$ cat src/rtl/board_io_pkg.sv
// Shared board I/O definitions: debounce FSM states and the processor switch bus width.
package board_io_pkg;

   // Width of the processor's switch_in_data port; switch values are zero-extended to this.
   localparam int unsigned SWITCH_BUS_W = 16;

   // Debounce FSM: holding a committed value, or qualifying a new candidate.
   typedef enum logic {
      ST_STABLE = 1'b0,
      ST_SETTLE = 1'b1
   } debounce_state_t;

endpackage : board_io_pkg

$ cat src/rtl/sync_ff.sv
// Parameterized-depth, parameterized-width flop chain with synchronous active-high reset.
// Used as a multi-stage synchronizer for asynchronous board inputs.
module sync_ff #(
   parameter int unsigned STAGES = 2,
   parameter int unsigned WIDTH  = 1
) (
   input  logic             i_clk,
   input  logic             i_rst,
   input  logic [WIDTH-1:0] i_d,
   output logic [WIDTH-1:0] o_q
);

   logic [WIDTH-1:0] r_chain [STAGES];

   // Shift the raw input through the chain; reset clears every stage.
   always_ff @(posedge i_clk) begin
      if (i_rst) begin
         for (int i = 0; i < int'(STAGES); i++) begin
            r_chain[i] <= '0;
         end
      end else begin
         r_chain[0] <= i_d;
         for (int i = 1; i < int'(STAGES); i++) begin
            r_chain[i] <= r_chain[i-1];
         end
      end
   end

   assign o_q = r_chain[STAGES-1];

endmodule : sync_ff

$ cat src/rtl/switch_input_debounce.sv
// Slide-switch input conditioning: synchronizes the raw switch bank, debounces the
// whole bank with a single shared settle counter and presents a zero-extended,
// glitch-free value with a sticky change flag and a committed-change counter.
module switch_input_debounce
   import board_io_pkg::*;
#(
   parameter int unsigned WIDTH           = 14,
   parameter int unsigned SYNC_STAGES     = 2,
   parameter int unsigned DEBOUNCE_CYCLES = 1_000_000
) (
   input  logic                    clk,
   input  logic                    rst,
   input  logic [WIDTH-1:0]        switches,
   input  logic                    rd_ack,
   output logic [SWITCH_BUS_W-1:0] switch_data,
   output logic                    data_changed,
   output logic [7:0]              event_count
);

   localparam int unsigned        CNT_W    = $clog2(DEBOUNCE_CYCLES);
   localparam logic [CNT_W-1:0]   CNT_LAST = CNT_W'(DEBOUNCE_CYCLES - 1);

   logic [WIDTH-1:0] w_synced;

   debounce_state_t  r_state;
   logic [WIDTH-1:0] r_candidate;
   logic [WIDTH-1:0] r_stable;
   logic [CNT_W-1:0] r_cnt;
   logic             r_changed;
   logic [7:0]       r_event_count;

   sync_ff #(
      .STAGES (SYNC_STAGES),
      .WIDTH  (WIDTH)
   ) u_sync (
      .i_clk (clk),
      .i_rst (rst),
      .i_d   (switches),
      .o_q   (w_synced)
   );

   // Debounce FSM with registered outputs. Any change of the synchronized bank
   // during settling restarts the window for all bits; a commit that lands on the
   // already-stable value (bounce back) is silent.
   always_ff @(posedge clk) begin
      if (rst) begin
         r_state       <= ST_STABLE;
         r_candidate   <= '0;
         r_stable      <= '0;
         r_cnt         <= '0;
         r_changed     <= 1'b0;
         r_event_count <= 8'd0;
      end else begin
         // Acknowledge clears first so a same-cycle changing commit below wins.
         if (rd_ack) begin
            r_changed <= 1'b0;
         end

         unique case (r_state)
            ST_STABLE: begin
               if (w_synced != r_stable) begin
                  r_candidate <= w_synced;
                  r_cnt       <= '0;
                  r_state     <= ST_SETTLE;
               end
            end

            ST_SETTLE: begin
               if (w_synced != r_candidate) begin
                  r_candidate <= w_synced;
                  r_cnt       <= '0;
               end else if (r_cnt == CNT_LAST) begin
                  r_stable <= r_candidate;
                  r_state  <= ST_STABLE;
                  if (r_candidate != r_stable) begin
                     r_changed     <= 1'b1;
                     r_event_count <= r_event_count + 8'd1;
                  end
               end else begin
                  r_cnt <= r_cnt + CNT_W'(1);
               end
            end

            default: begin
               r_state <= ST_STABLE;
            end
         endcase
      end
   end

   assign switch_data  = SWITCH_BUS_W'(r_stable);
   assign data_changed = r_changed;
   assign event_count  = r_event_count;

endmodule : switch_input_debounce

$ cat config.mk
export PLATFORM = sky130hd
export DESIGN_NAME = switch_input_debounce
export DESIGN_NICKNAME = d
export VERILOG_FILES = /design/src/rtl/board_io_pkg.sv /design/src/rtl/sync_ff.sv /design/src/rtl/switch_input_debounce.sv
export SDC_FILE = /design/constraint.sdc
export NUM_CORES = 1
export LEC_CHECK = 0
export CAP_MARGIN = 20
export CORE_MARGIN = 2
export CORE_UTILIZATION = 60
export CTS_BUF_LIST = sky130_fd_sc_hd__clkbuf_16
export DETAILED_ROUTE_END_ITERATION = 8
export PLACE_DENSITY = 0.84
export SLEW_MARGIN = 40
export SYNTH_ARGS = -nofsm -noshare
export SYNTH_HDL_FRONTEND = slang
export SYNTH_SLANG_ARGS = --single-unit
$ cat constraint.sdc
create_clock -name clk -period 7.15 [get_ports clk]
set_input_delay 1.43 -clock clk [delete_from_list [all_inputs] [get_ports clk]]
set_output_delay 1.43 -clock clk [all_outputs]
set_load 0.03 [all_outputs]
==> insert_results.sql <==
INSERT INTO impl_metrics (metric_group, metric, value, unit) VALUES
('finish', 'design.final.nets', '443', ''),
('synth', 'synth.cells.most_frequent', 'dfxtp_1 (86), nor2_1 (44), xor2_1 (31), mux2i_1 (29), nor2b_1 (28)', ''),
('timing', 'count_of_final_max_slew_check_failures', '0', ''),
('global_route', 'gr-total-overflow', '0', ''),
('global_route', 'grt_usage', '23.07', '%'),
('critical_path', 'sort_of_element_at_the_start_of_the_critical_path', 'flop', ''),
('synth', 'synth_area_per_cell', '9.734', 'um2'),
('outcome', 'outcome', 'finished, final reports clean', ''),
('synth', 'yosys-top-cells-area', 'dfxtp_1 (46%), mux2i_1 (7.7%), xor2_1 (7.2%)', ''),
('routing', 'drt_drc_violations_left', '0', ''),
('synth', 'synth_largest_type_area_fraction', '45.82', '%'),
('synth', 'post_synth_design_cell_area', '3757', 'um2'),
('critical_path', 'critical_path.max_fanout', '4', ''),
('critical_path', 'path_buf_inv', '1', ''),
('clock_tree', 'cts_max_path_buffers', '2', ''),
('routing', 'ant_nets', '0', ''),
('global_route', 'pin_count_of_the_biggest_net_entering_global_routing', '70', ''),
('timing', 'clock.fmax', '340.0', 'MHz'),
('synth', 'syn_inst', '386', ''),
('timing', 'timing.final.setup_violations', '0', ''),
('global_route', 'first_global_vias', '2750', ''),
('timing', 'worst_slew_margin_rel', '52.66', '%'),
('min_path', 'timing.hold.worst.class', 'flop to flop', ''),
('clock_tree', 'cts-root-buf', 'clkbuf_16', ''),
('synth', 'post_synth_cell_types', '42', ''),
('finish', 'regArea', '1722', 'um2'),
('timing', 'clock_skew', '6.231', 'ps'),
('timing', 'timing.final.ws_setup', '4209', 'ps'),
('finish', 'multi_input_area', '1911', 'um2'),
('critical_path', 'timing.critical_path.max_delay_family', 'buffers and inverters', ''),
('pwr', 'power.density_cell_area', '239.4', 'nW/um2'),
('finish', 'drive_above_1_share', '9.790', '%'),
('floorplanning', 'floorplan.die_area', '6911', 'um2'),
('synth', 'post-synth-top-count-cell', 'dfxtp_1', ''),
('critical_path', 'worst_ep_required_time', '5720', 'ps'),
('synth', 'synth_largest_area_cell', 'dfxtp_1', ''),
('clock_tree', 'htree_levels', '3', ''),
('critical_path', 'critical_path_class', 'flop to output port', ''),
('critical_path', 'timing.critical_path.slowest_cell_delay', '720', 'ps'),
('synth', 'synth-async-reset-ratio', '0', '%'),
('finish', 'finalNonFillerCells', '504', ''),
('synth', 'synthesis.yosys.warnings', '0', ''),
('synth', 'ys_dominant_reg_cell', 'dfxtp_1', ''),
('clock_tree', 'cts.clk_slew.worst_paths', '70', 'ps'),
('routing', 'totalWireLength', '7703', 'um'),
('clock_tree', 'cts.hold.buffers_added', '0', ''),
('global_route', 'grt_pass1_wl', '12860', 'um'),
('clock_tree', 'cts_tree', 'done', ''),
('clock_tree', 'inserted_clock_buffers', '9', ''),
('routing', 'detailed_routing_iterations_pass_1', '4', ''),
('clock_tree', 'clock_latency_on_the_worst_skew_pair', '340', 'ps'),
('floorplanning', 'die_extent_in_y', '83.14', 'um'),
('critical_path', 'cp-end-kind', 'output port', ''),
('placed_design', 'buffer_ports.inserted', '39', ''),
('clock_tree', 'postCtsSetupRepairBufs', '0', ''),
('floorplanning', 'placeableCoreArea', '5991', 'um2'),
('routing', 'vias_per_cell', '5.790', ''),
('floorplanning', 'initial_utilization', '62.72', '%'),
('routing', 'drt_first_iter_violations', '208', ''),
('timing', 'min_period', '2941', 'ps'),
('floorplanning', 'rows', '28', ''),
('finish', 'postLayoutCoreUtil', '74.96', '%'),
('clock_tree', 'post_cts_sizing_count', '0', ''),
('pwr', 'post-layout-total-power', '1.075', 'mW'),
('critical_path', 'timing.critical_path.arrival', '1510', 'ps'),
('timing', 'final_hold_viol_count', '0', ''),
('placed_design', 'dpl_worst_slack', '4092', 'ps'),
('critical_path', 'slowest_stage', 'clkdlybuf4s50_1', ''),
('finish', 'nFillCells', '430', ''),
('synth', 'synth-seq-cells', '86', ''),
('pwr', 'p_leak', '1.633', 'nW');
[power by group]
group / internal [mW] / switching [mW] / total [mW] / leakage, nW
registers: 0.490 / 0.00867 / 0.498 / 0.700
logic: 0.0297 / 0.0364 / 0.0662 / 0.774
clock network: 0.311 / 0.199 / 0.511 / 0.159
[flip-flops by register name, indices dropped and copies added, names as in the netlist]
signal	cells
r_candidate	14
r_cnt	20
r_state	1
u_sync.r_chain	28
event_count	8
data_changed	1
r_stable	14
[per-layer routing]
layer  part of all wire (%)  routed length, um  vias to the layer above  track usage [%]
li1                       -                  -                     1440                -
met1                     43               3323                     1352            28.07
met2                     49               3765                      102            38.05
met3                    4.3                332                       24            4.175
met4                    3.6                281                        0            13.71
met5                      0                  0                        -                0
[area by class of cell]
type | count | area share, %
Clock buffer | 9 | 5.015
Sequential cell | 86 | 38.34
Clock inverter | 7 | 2.340
Timing Repair Buffer | 44 | 9.418
Multi-Input combinational cell | 280 | 42.55
Tap cell | 75 | 2.090
Inverter | 3 | 0.2508
[per-stage QoR]
| stage | hold slack, ps | area [um2] |
|---|---|---|
| after floorplan | 413.8 | 3761 |
| after CTS | 435.0 | 4483 |
| after global placement | 417.6 | 4153 |
| final | 435.6 | 4491 |
| after global routing | 459.6 | 4491 |
| after detailed placement | 420.4 | 4153 |
[cell families after synthesis]
kind of cell / Yosys count / synth area share, %
flops: 86 / 45.82
mux: 29 / 7.726
simple gates: 151 / 23.01
xor+xnor: 49 / 11.42
fa+ha+maj: 2 / 0.6659
compound gates: 47 / 7.826
buf+inv: 21 / 3.430
other cells: 1 / 0.09980
[final timing paths]
path	startpoint	end	slack (ps)	cells past startpoint
max	r_stable[12]	switch_data[12]	4210	1
min	u_sync.r_chain[0][13]	u_sync.r_chain[0][27]	440	1
max reg2reg	r_cnt[5]	r_stable[1]	4450	7
min reg2reg	u_sync.r_chain[0][13]	u_sync.r_chain[0][27]	440	1
[layout by cell type (no fill, tap or decap), types with 3 or more instances in the layout]
master and count:
o31ai_1 10, nand4_1 13, xor2_1 31, nor4_1 9, clkbuf_16 9, a21oi_1 19, buf_4 5, or3_1 6
mux2i_1 29, nor2_1 44, xnor2_1 18, o2111ai_1 3, o21ai_0 9, clkdlybuf4s50_1 38, or4_2 9, nand2_1 11
nand3_1 11, nor2b_1 28, and3_1 4, dfxtp_1 86
No activity file was read; power rests on OpenSTA's default activity.
